File: config.mk
export PLATFORM = sky130hd
export DESIGN_NAME = reg_file_port_seq_flat
export DESIGN_NICKNAME = d
export VERILOG_FILES = /design/src/rtl/reg_file_ctrl_pkg.sv /design/src/rtl/reg_file_port_seq_if.sv /design/src/rtl/reg_file_port_seq.sv /design/src/flat_wrapper.sv
export SDC_FILE = /design/constraint.sdc
export NUM_CORES = 1
export LEC_CHECK = 0
export BUFFER_PORTS_ARGS = -buffer_cell sky130_fd_sc_hd__buf_4
export CORE_UTILIZATION = 36
export CTS_CLUSTER_DIAMETER = 150
export DETAILED_ROUTE_END_ITERATION = 8
export GPL_TIMING_DRIVEN = 0
export PLACE_DENSITY = 0.7
export SYNTH_ARGS = -nofsm -noshare
export SYNTH_HDL_FRONTEND = slang
export SYNTH_SLANG_ARGS = --single-unit
File: constraint.sdc
create_clock -name clk -period 3.75 [get_ports clk]
set_clock_uncertainty 0.15 [all_clocks]
set_input_delay 0.375 -clock clk [delete_from_list [all_inputs] [get_ports clk]]
set_output_delay 0.375 -clock clk [all_outputs]
set_load 0.005 [all_outputs]
File: src/rtl/reg_file_ctrl_pkg.sv
// Shared constants for the register-file port sequencer: state encoding
// and default widths that must agree with the register file instance.
package reg_file_ctrl_pkg;

   localparam int REG_WIDTH_DEF  = 32;
   localparam int ADDR_WIDTH_DEF = 4;

   localparam logic [2:0] ST_IDLE = 3'd0;
   localparam logic [2:0] ST_WR0  = 3'd1;
   localparam logic [2:0] ST_WR1  = 3'd2;
   localparam logic [2:0] ST_RS1  = 3'd3;
   localparam logic [2:0] ST_RS2  = 3'd4;
   localparam logic [2:0] ST_CAP  = 3'd5;
   localparam logic [2:0] ST_DONE = 3'd6;

   typedef enum logic [2:0] {
      IDLE = ST_IDLE,
      WR0  = ST_WR0,
      WR1  = ST_WR1,
      RS1  = ST_RS1,
      RS2  = ST_RS2,
      CAP  = ST_CAP,
      DONE = ST_DONE
   } state_e;

endpackage

File: src/rtl/reg_file_port_seq_if.sv
// Handshake bundle between decode/writeback and the port sequencer.
// Groups: req_* (operand request), out_* (operands back), wb_* (write).
// slave  = sequencer side, master = decode/writeback side.
interface reg_file_port_seq_if
   import reg_file_ctrl_pkg::*;
#(
   parameter int REG_WIDTH  = REG_WIDTH_DEF,
   parameter int ADDR_WIDTH = ADDR_WIDTH_DEF
);

   logic                  req_valid;
   logic                  req_ready;
   logic [ADDR_WIDTH-1:0] req_rs1;
   logic [ADDR_WIDTH-1:0] req_rs2;

   logic                  out_valid;
   logic                  out_ready;
   logic [REG_WIDTH-1:0]  out_rs1_data;
   logic [REG_WIDTH-1:0]  out_rs2_data;

   logic                  wb_valid;
   logic                  wb_ready;
   logic [ADDR_WIDTH-1:0] wb_addr;
   logic [REG_WIDTH-1:0]  wb_data;

   modport slave (
      input  req_valid, req_rs1, req_rs2,
      output req_ready,
      output out_valid, out_rs1_data, out_rs2_data,
      input  out_ready,
      input  wb_valid, wb_addr, wb_data,
      output wb_ready
   );

   modport master (
      output req_valid, req_rs1, req_rs2,
      input  req_ready,
      input  out_valid, out_rs1_data, out_rs2_data,
      output out_ready,
      output wb_valid, wb_addr, wb_data,
      input  wb_ready
   );

endinterface

File: src/rtl/reg_file_port_seq.sv
// Shares a single-port register file between decode (two reads per
// request, returned together) and writeback (one write, priority).
// Ports: clk, rst_n (sync, active-low); bus (slave modport: req_*, out_*,
// wb_*); rf_read_en/rf_write_en/rf_addr/rf_wr_data to the register file;
// rf_rd_data_val/rf_rd_data from it; busy = not idle.
// Option: define REGFILE_X0_ZERO_EN to make address 0 read as zero and
// drop writes to it.
module reg_file_port_seq
   import reg_file_ctrl_pkg::*;
#(
   parameter int REG_WIDTH  = REG_WIDTH_DEF,
   parameter int ADDR_WIDTH = ADDR_WIDTH_DEF
) (
   input  logic                  clk,
   input  logic                  rst_n,
   reg_file_port_seq_if.slave    bus,
   output logic                  rf_read_en,
   output logic                  rf_write_en,
   output logic [ADDR_WIDTH-1:0] rf_addr,
   output logic [REG_WIDTH-1:0]  rf_wr_data,
   input  logic                  rf_rd_data_val,
   input  logic [REG_WIDTH-1:0]  rf_rd_data,
   output logic                  busy
);

   state_e                state_q, state_d;
   logic                  rd_en_q, rd_en_d;
   logic                  wr_en_q, wr_en_d;
   logic [ADDR_WIDTH-1:0] addr_q, addr_d;
   logic [REG_WIDTH-1:0]  wdata_q, wdata_d;
   logic [REG_WIDTH-1:0]  d1_q, d1_d;
   logic [REG_WIDTH-1:0]  d2_q, d2_d;
   logic                  vld_q, vld_d;
   logic [ADDR_WIDTH-1:0] rs2_q;

   logic accept;
   logic wb_fire;
   logic req_fire;
   logic wr_drop;
   logic cap1_zero;
   logic cap2_zero;

   // Only IDLE and WR1 can take new work; writes always win.
   assign accept        = (state_q == IDLE) || (state_q == WR1);
   assign bus.wb_ready  = accept;
   assign bus.req_ready = accept && !bus.wb_valid;
   assign wb_fire       = bus.wb_valid && bus.wb_ready;
   assign req_fire      = bus.req_valid && bus.req_ready;

`ifdef REGFILE_X0_ZERO_EN
   logic z1_q, z2_q;

   assign wr_drop   = (bus.wb_addr == '0);
   assign cap1_zero = z1_q;
   assign cap2_zero = z2_q;

   always_ff @(posedge clk) begin
      if (!rst_n) begin
         z1_q <= 1'b0;
         z2_q <= 1'b0;
      end else if (req_fire) begin
         z1_q <= (bus.req_rs1 == '0);
         z2_q <= (bus.req_rs2 == '0);
      end
   end
`else
   assign wr_drop   = 1'b0;
   assign cap1_zero = 1'b0;
   assign cap2_zero = 1'b0;
`endif

   always_comb begin
      state_d = state_q;
      rd_en_d = 1'b0;
      wr_en_d = 1'b0;
      addr_d  = addr_q;
      wdata_d = wdata_q;
      d1_d    = d1_q;
      d2_d    = d2_q;
      vld_d   = 1'b0;
      unique case (state_q)
         IDLE, WR1: begin
            state_d = IDLE;
            if (wb_fire) begin
               if (!wr_drop) begin
                  state_d = WR0;
                  wr_en_d = 1'b1;
                  addr_d  = bus.wb_addr;
                  wdata_d = bus.wb_data;
               end
            end else if (req_fire) begin
               state_d = RS1;
               rd_en_d = 1'b1;
               addr_d  = bus.req_rs1;
            end
         end
         // addr/data held: the register file commits one cycle later
         WR0: state_d = WR1;
         RS1: begin
            state_d = RS2;
            rd_en_d = 1'b1;
            addr_d  = rs2_q;
         end
         RS2: begin
            if (rf_rd_data_val) begin
               state_d = CAP;
               d1_d    = cap1_zero ? '0 : rf_rd_data;
            end else begin
               rd_en_d = 1'b1;
            end
         end
         CAP: begin
            if (rf_rd_data_val) begin
               state_d = DONE;
               vld_d   = 1'b1;
               d2_d    = cap2_zero ? '0 : rf_rd_data;
            end else begin
               rd_en_d = 1'b1;
            end
         end
         DONE: begin
            vld_d = 1'b1;
            if (bus.out_ready) begin
               state_d = IDLE;
               vld_d   = 1'b0;
            end
         end
         default: state_d = IDLE;
      endcase
   end

   always_ff @(posedge clk) begin
      if (!rst_n) begin
         state_q <= IDLE;
         rd_en_q <= 1'b0;
         wr_en_q <= 1'b0;
         addr_q  <= '0;
         wdata_q <= '0;
         d1_q    <= '0;
         d2_q    <= '0;
         vld_q   <= 1'b0;
         rs2_q   <= '0;
      end else begin
         state_q <= state_d;
         rd_en_q <= rd_en_d;
         wr_en_q <= wr_en_d;
         addr_q  <= addr_d;
         wdata_q <= wdata_d;
         d1_q    <= d1_d;
         d2_q    <= d2_d;
         vld_q   <= vld_d;
         if (req_fire) rs2_q <= bus.req_rs2;
      end
   end

   assign rf_read_en       = rd_en_q;
   assign rf_write_en      = wr_en_q;
   assign rf_addr          = addr_q;
   assign rf_wr_data       = wdata_q;
   assign bus.out_valid    = vld_q;
   assign bus.out_rs1_data = d1_q;
   assign bus.out_rs2_data = d2_q;
   assign busy             = (state_q != IDLE);

endmodule

File: src/flat_wrapper.sv
// flat-port wrapper written by rule: the top's interface ports become plain ports
module reg_file_port_seq_flat import reg_file_ctrl_pkg::*;
#(
   parameter int REG_WIDTH  = REG_WIDTH_DEF,
   parameter int ADDR_WIDTH = ADDR_WIDTH_DEF
)
  (clk, rst_n, rf_read_en, rf_write_en, rf_addr, rf_wr_data, rf_rd_data_val, rf_rd_data, busy, bus_req_valid, bus_req_rs1, bus_req_rs2, bus_req_ready, bus_out_valid, bus_out_rs1_data, bus_out_rs2_data, bus_out_ready, bus_wb_valid, bus_wb_addr, bus_wb_data, bus_wb_ready);
  reg_file_port_seq_if #(.REG_WIDTH(REG_WIDTH), .ADDR_WIDTH(ADDR_WIDTH)) bus_i ();
  input  logic clk;
  input  logic rst_n;
  output logic rf_read_en;
  output logic rf_write_en;
  output logic [ADDR_WIDTH-1:0] rf_addr;
  output logic [REG_WIDTH-1:0] rf_wr_data;
  input  logic rf_rd_data_val;
  input  logic [REG_WIDTH-1:0] rf_rd_data;
  output logic busy;
  input wire logic [$bits(bus_i.req_valid)-1:0] bus_req_valid;
  input wire logic [$bits(bus_i.req_rs1)-1:0] bus_req_rs1;
  input wire logic [$bits(bus_i.req_rs2)-1:0] bus_req_rs2;
  output wire logic [$bits(bus_i.req_ready)-1:0] bus_req_ready;
  output wire logic [$bits(bus_i.out_valid)-1:0] bus_out_valid;
  output wire logic [$bits(bus_i.out_rs1_data)-1:0] bus_out_rs1_data;
  output wire logic [$bits(bus_i.out_rs2_data)-1:0] bus_out_rs2_data;
  input wire logic [$bits(bus_i.out_ready)-1:0] bus_out_ready;
  input wire logic [$bits(bus_i.wb_valid)-1:0] bus_wb_valid;
  input wire logic [$bits(bus_i.wb_addr)-1:0] bus_wb_addr;
  input wire logic [$bits(bus_i.wb_data)-1:0] bus_wb_data;
  output wire logic [$bits(bus_i.wb_ready)-1:0] bus_wb_ready;
  assign bus_i.req_valid = bus_req_valid;
  assign bus_i.req_rs1 = bus_req_rs1;
  assign bus_i.req_rs2 = bus_req_rs2;
  assign bus_req_ready = bus_i.req_ready;
  assign bus_out_valid = bus_i.out_valid;
  assign bus_out_rs1_data = bus_i.out_rs1_data;
  assign bus_out_rs2_data = bus_i.out_rs2_data;
  assign bus_i.out_ready = bus_out_ready;
  assign bus_i.wb_valid = bus_wb_valid;
  assign bus_i.wb_addr = bus_wb_addr;
  assign bus_i.wb_data = bus_wb_data;
  assign bus_wb_ready = bus_i.wb_ready;
  reg_file_port_seq #(.REG_WIDTH(REG_WIDTH), .ADDR_WIDTH(ADDR_WIDTH)) u_core (.clk(clk), .rst_n(rst_n), .bus(bus_i), .rf_read_en(rf_read_en), .rf_write_en(rf_write_en), .rf_addr(rf_addr), .rf_wr_data(rf_wr_data), .rf_rd_data_val(rf_rd_data_val), .rf_rd_data(rf_rd_data), .busy(busy));
endmodule
==> results_dict.tcl, run 1 <==
set metrics [dict create \
    run_status "finished clean" \
    avg_vias_per_cell 4.81 \
    cp_max_fo 10 \
    netlist.top_cell.by_area "dfxtp_1" \
    pwr_density_cell_nw_per_um2 441 \
    port-buffer-count 186 \
    timing.critical_path.required_ns 3.22 \
    grt-ovfl-total 0 \
    final.hold.worst_slack_ns 0.113 \
    synth.lib_cells_used.distinct 38 \
    post_synth_xor_area_fraction 0.00213 \
    vias 4076 \
    end_kind "output pin" \
    mapped_nets 588 \
    seqCellArea_um2 2200 \
    number_of_synthesized_flops_with_an_enable_pin 0 \
    critical_path.reg2reg.startpoint "u_core.state_q[0]$_SDFFE_PN0P_" \
    synthMostInstantiatedCell "nand2_1" \
    power_leakage_uw 0.00258 \
    layout.cell_area.non_filler_um2 6040 \
    core_um2 11000 \
    cts_resized 0 \
    cts-root-to-sink-buffers 2 \
    worst_case_reg_to_reg_path_depth 5 \
    netlist_top_cells_area "dfxtp_1 (53%), nand2_1 (18%), a21oi_1 (12%)" \
    period_minus_slack_ns 2.09 \
    clock_sinks 110 \
    asyncSetResetFlopFracSynth 0 \
    cts-root-buf "clkbuf_16" \
    yosys-mux-area-fraction 0.0122 \
    die_h_um 109 \
    drt_iter0_markers 243 \
    grt_max_degree 17 \
    drcViolationCount 0 \
    vdd_ir_drop_max_mv 0.200 \
    clkTransAtPathRegs_ns 0.07 \
    yosysWarnings 0 \
    post_synthesis_sequential_element_count 110 \
    wl_mm 12.1 \
    grt_first_pass_wirelength_mm 18.4 \
    multi_input_comb_area_um2 1670 \
    layout_setup_ws_ns 1.66 \
    antenna_found_initial 0 \
    grt_util_all_layers 0.202 \
    maxCapViolations 0 \
    ctsHtreeMaxLevel 3 \
    synth_top_flop_cell "dfxtp_1" \
    synth_compound_area_frac 0.155 \
    layout_nets 785 \
    synth_top_family_by_area "simple AND/OR/NAND/NOR gates" \
    setup_repair_after_global_routing_missed_its_margin "no" \
    layout_cell_share_with_drive_strength_beyond_1 0.331 \
    start_util 0.375 \
    final_core_area_utilization 0.550 \
    worst_ep_arrival_time_ns 1.56 \
    detailedRoute.firstPassIterationCount 4 \
    max_clock_freq_mhz 479 \
    final.setup.tns_ns 0 \
    count_of_buffers_added_by_post_cts_timing_repair_for_setup 0 \
    row_count 38 \
    die_width_um 109 \
    detailedPlacementHpwl_mm 9.36 \
    synthAdderAreaFrac 0 \
    post-place-ws_ns 1.76 \
    place_area_um2 5690 \
    critPathKind "reg -> out" \
    cts_hold_buffers 0 \
    tritoncts "done" \
    max-slew-margin-rel 0.625 \
    synthToLayoutAreaGrowth_pct 46.7 \
    first_global_vias 3839 \
    synth_top_area_share 0.535 \
    routed_wire_length_per_instance_um 14.2 \
    num_antenna_cells 0 \
    synth_cells 506 \
    synth-seq-area-share 0.535 \
    postSynthAreaPerCell_um2 8.14 \
    setup_violations 0 \
    dieArea_um2 11900 \
    drt.antenna.violating_nets 0 \
    synthSimpleGateAreaFrac 0.238 \
    worst-r2r-setup-slack_ns 2.06 \
    transition_at_the_pin_with_the_smallest_max_transition_slack_ns 0.563 \
    hold_viol 0 \
    worstSetupStartpoint "u_core.state_q[2]$_SDFFE_PN0P_" \
    timing.final.crit_share 0.557 \
    post_synth_instance_area_um2 4120 \
    finalWeightedCongestion 0.815 \
    slew_viol_final 0 \
    r2r_end "u_core.bus.out_rs2_data[2]$_SDFFE_PN0P_" \
    cts_inserted_buffers 9 \
    insertion_delay_ns 0.35 \
    ys_top_cells_by_count "nand2_1 (196), dfxtp_1 (110), a21oi_1 (98), buf_2 (17), clkbuf_1 (12)" \
    pin_count 188 \
    filler_cell_count 1042 \
    worst_setup_path_start_kind "flop" \
    crit_end "busy" \
    kind_of_path_behind_the_tightest_hold_check "in -> reg" \
]
[metrics by stage]
step                instances  total power (uW)
global placement          832              1580
floorplan                 506              1410
finish                    848              2660
detailed placement        832              1590
CTS                       848              2690
global route              848              2770
[per-layer routing]
layer	wire length (um)	global-route usage	vias up
met2	5960	0.338	136
met5	0	0	-
met1	5140	0.247	1862
li1	-	-	2056
met4	306	0.0956	0
met3	678	0.0418	22
[worst min-delay path by stage]
stage	startpoint	endpoint	slack (ns)	cells after the start
finish	bus_req_rs2[0]	u_core.rs2_q[0]$_SDFFE_PN0P_	0.11	3
global placement	u_core.bus.out_rs2_data[16]$_SDFFE_PN0P_	u_core.bus.out_rs2_data[16]$_SDFFE_PN0P_	0.29	2
floorplan	u_core.rs2_q[1]$_SDFFE_PN0P_	u_core.rs2_q[1]$_SDFFE_PN0P_	0.30	2
detailed placement	u_core.rf_wr_data[3]$_SDFFE_PN0P_	u_core.rf_wr_data[3]$_SDFFE_PN0P_	0.30	2
global route	rf_rd_data[27]	u_core.bus.out_rs1_data[27]$_SDFFE_PN0P_	0.11	3
CTS	bus_req_rs2[0]	u_core.rs2_q[0]$_SDFFE_PN0P_	0.10	3
[power breakdown]
part / internal [uW] / switching (uW) / total (uW) / leakage [uW]
registers: 1210 / 25.1 / 1240 / 0.000893
clock network: 690 / 411 / 1100 / 0.000170
logic: 173 / 154 / 326 / 0.00152
[final cells by class]
class,count,share of cell area
clock inverters,3,0.0149
well taps,140,0.0290
clock buffers,13,0.0431
plain buffers,39,0.0371
multi-input cells,352,0.277
inverters,5,0.00311
flip-flops and latches,110,0.365
repair buffers,186,0.231
[cell usage in the layout (no fill, tap or decap), drive strengths merged, types with 3 or more instances in the layout]
master and instances:
bufinv 3, nand3b 3, inv 5, o21ai 5, or3 3, a221oi 6
nor2 8, dfxtp 110, clkbuf 25, a21oi 98, nor2b 3, buf 213
mux2i 5, nand2 196
[flip-flops by register name (all words and copies together), names as in the netlist]
register and count:
u_core.bus.out_rs1_data 32, u_core.bus.out_rs2_data 32, u_core.rf_wr_data 32, u_core.rf_addr 4, u_core.rs2_q 4, u_core.state_q 3
u_core.bus.out_valid 1, u_core.rf_read_en 1, u_core.rf_write_en 1
[critical path: stages, from the launching register on]
cell,delay (ns)
dfxtp_1,0.35
buf_6,0.16
buf_2,0.18
or3_1,0.38
buf_4,0.14
[logic make-up after synthesis]
family	after synthesis
AO/OA/AOI/OAI	117
XOR/XNOR	1
buffers and inverters	44
flip-flops	110
multiplexers	5
AND/OR/NAND/NOR	229
Power figures use the tool's default switching activity.
==> run 2: changes to the inputs <==
--- a/config.mk
+++ b/config.mk
@@ -10,7 +10,7 @@
 export CTS_CLUSTER_DIAMETER = 150
 export DETAILED_ROUTE_END_ITERATION = 8
 export GPL_TIMING_DRIVEN = 0
-export PLACE_DENSITY = 0.7
+export PLACE_DENSITY = 0.73
 export SYNTH_ARGS = -nofsm -noshare
 export SYNTH_HDL_FRONTEND = slang
 export SYNTH_SLANG_ARGS = --single-unit
==> constraint.sdc (replaced) <==
create_clock -name clk -period 1.7 [get_ports clk]
set_clock_uncertainty 0.15 [all_clocks]
set_input_delay 0.17 -clock clk [delete_from_list [all_inputs] [get_ports clk]]
set_output_delay 0.17 -clock clk [all_outputs]
set_load 0.005 [all_outputs]
==> results_dict.tcl, run 2 (synthesis results as in run 1) <==
set metrics [dict create \
    run_status "finished clean" \
    routed_wire_length_per_instance_um 14.3 \
    max_clock_freq_mhz 589 \
    final_cell_count_no_fill 930 \
    antenna_found_initial 0 \
    most-common-layout-cells "nand2_1 (196), buf_4 (194), dfxtp_1 (107)" \
    maxCapViolations 0 \
    finalWeightedCongestion 0.795 \
    seqCellArea_um2 2210 \
    layout.cell_area.non_filler_um2 6950 \
    r2r_end "u_core.rf_wr_data[24]$_SDFFE_PN0P_" \
    cts_inserted_buffers 9 \
    hold_viol 0 \
    synthToLayoutAreaGrowth_pct 68.7 \
    setup_violations 0 \
    row_count 38 \
    cts-root-buf "clkbuf_16" \
    wl_mm 13.3 \
    cp_max_fo 19 \
    critical-path-slowest-cell "dfxtp_4" \
    max-slew-margin-rel 0.619 \
    pin_count 188 \
    insertion_delay_ns 0.33 \
    worst_setup_path_start_kind "flop" \
    slew_viol_final 0 \
    multi_input_comb_area_um2 1710 \
    internal_power_uw 4640 \
    clkTransAtPathRegs_ns 0.07 \
    drcViolationCount 0 \
    vias 4543 \
    worst-r2r-setup-slack_ns 0.03 \
    setup_repair_after_global_routing_missed_its_margin "yes" \
    report.power.total_uw 6010 \
    drt.antenna.violating_nets 0 \
    avg_vias_per_cell 4.88 \
    num_antenna_cells 0 \
    die_width_um 109 \
    port-buffer-count 186 \
    period_minus_slack_ns 1.70 \
    clockPowerShare 0.392 \
    die_h_um 109 \
    first_global_vias 4391 \
    grt_max_degree 20 \
    drt_iter0_markers 218 \
    vdd_ir_drop_max_mv 0.531 \
    place_area_um2 5690 \
    end_kind "output pin" \
    p_sw_frac 0.228 \
    filler_cell_count 901 \
    kind_of_path_behind_the_tightest_hold_check "in -> reg" \
    final.hold.worst_slack_ns 0.0488 \
    layout_cell_share_with_drive_strength_beyond_1 0.324 \
    clock_sinks 110 \
    combinationalPowerShare 0.154 \
    ctsHtreeMaxLevel 3 \
    crit_path_max_incr_delay_ns 0.37 \
    critical_path.reg2reg.startpoint "u_core.state_q[2]$_SDFFE_PN0P_" \
    crit_end "busy" \
    dieArea_um2 11900 \
    cts-root-to-sink-buffers 2 \
    worst_case_reg_to_reg_path_depth 8 \
    critical_path.cell_chain "buf_12 > or3_1 > buf_4" \
    worstSetupStartpoint "u_core.state_q[0]$_SDFFE_PN0P_" \
    power.switching_uw 1370 \
    timing.final.crit_share 0.998 \
    timing.critical_path.required_ns 1.38 \
    placed_cells_incl_taps 832 \
    tritoncts "done" \
    detailedPlacementHpwl_mm 9.05 \
    worst_ep_arrival_time_ns 1.38 \
    start_util 0.375 \
    seqPwrFrac 0.454 \
    pwr_density_cell_nw_per_um2 865 \
    grt-ovfl-total 0 \
    detailedRoute.firstPassIterationCount 5 \
    layout_setup_ws_ns 0.00338 \
    layout_nets 867 \
    critPathKind "reg -> out" \
    post-place-ws_ns -0.107 \
    transition_at_the_pin_with_the_smallest_max_transition_slack_ns 0.572 \
    grt_util_all_layers 0.220 \
    grt_first_pass_wirelength_mm 20.4 \
    power_leakage_uw 0.00294 \
    final_common_cell "nand2_1" \
    core_um2 11000 \
]
[run 2: changes by cell type in the layout (fill, tap and decap cells not counted), sizes merged]
cell,change
dlygate4sd3,+75
clkinv,+1
buf,+7
clkbuf,-3
clkinvlp,+2
[run 2: metrics by stage]
stage / setup TNS (ns) / utilization
floorplan: 0 / -
global placement: -0.539 / 0.518
detailed placement: -2.41 / 0.518
CTS: -0.0129 / 0.625
global route: -0.985 / 0.632
finish: 0 / 0.632
[run 2: power groups by stage]
stage	logic (uW)	registers [uW]	clock network, uW
after global placement	702	2780	0
after global routing	995	2740	2520
after detailed placement	717	2780	0
after floorplan	325	2780	0
final	924	2730	2360
after CTS	876	2730	2400
[run 2: how the worst min path moves through the flow]
stage / from / endpoint / cells past startpoint
3_5_place_dp: bus_req_rs2[0] / u_core.rs2_q[0]$_SDFFE_PN0P_ / 3
2_1_floorplan: rst_n / u_core.state_q[0]$_SDFFE_PN0P_ / 1
4_1_cts: rf_rd_data_val / u_core.rf_read_en$_SDFF_PN0_ / 3
5_1_grt: rf_rd_data_val / u_core.rf_read_en$_SDFF_PN0_ / 3
6_report: rf_rd_data_val / u_core.rf_read_en$_SDFF_PN0_ / 3
3_3_place_gp: bus_req_rs2[0] / u_core.rs2_q[0]$_SDFFE_PN0P_ / 3
[run 2: worst max-delay path, delay by kind of cell (launching register included)]
family        cells  cell delay (ns)
flops             1             0.37
simple gates      1             0.37
buf+inv           2             0.30
[run 2: repair_timing]
item                                    4_1_cts  5_1_grt
pin swaps                                     3        2
hold endpoints to repair                    109        0
resized for setup                            12       18
hold buffers                                 75        0
buffers inserted                              6        2
cloned                                        0        1
endpoints found under the setup margin       32       43
[run 2: routing by layer]
layer,global-route usage,up-vias,share of wire
met2,0.392,152,0.52
met5,0,-,0
met3,0.0353,37,0.044
li1,-,2221,-
met4,0.122,0,0.033
met1,0.248,2133,0.40
[run 2: final cells by class]
class	count	area share
buffer	37	0.0367
clock buffer	10	0.0330
clock inverter	6	0.0159
inverter	5	0.00270
multi-input combinational	352	0.247
sequential	110	0.318
tap	140	0.0252
timing repair buffer	270	0.322
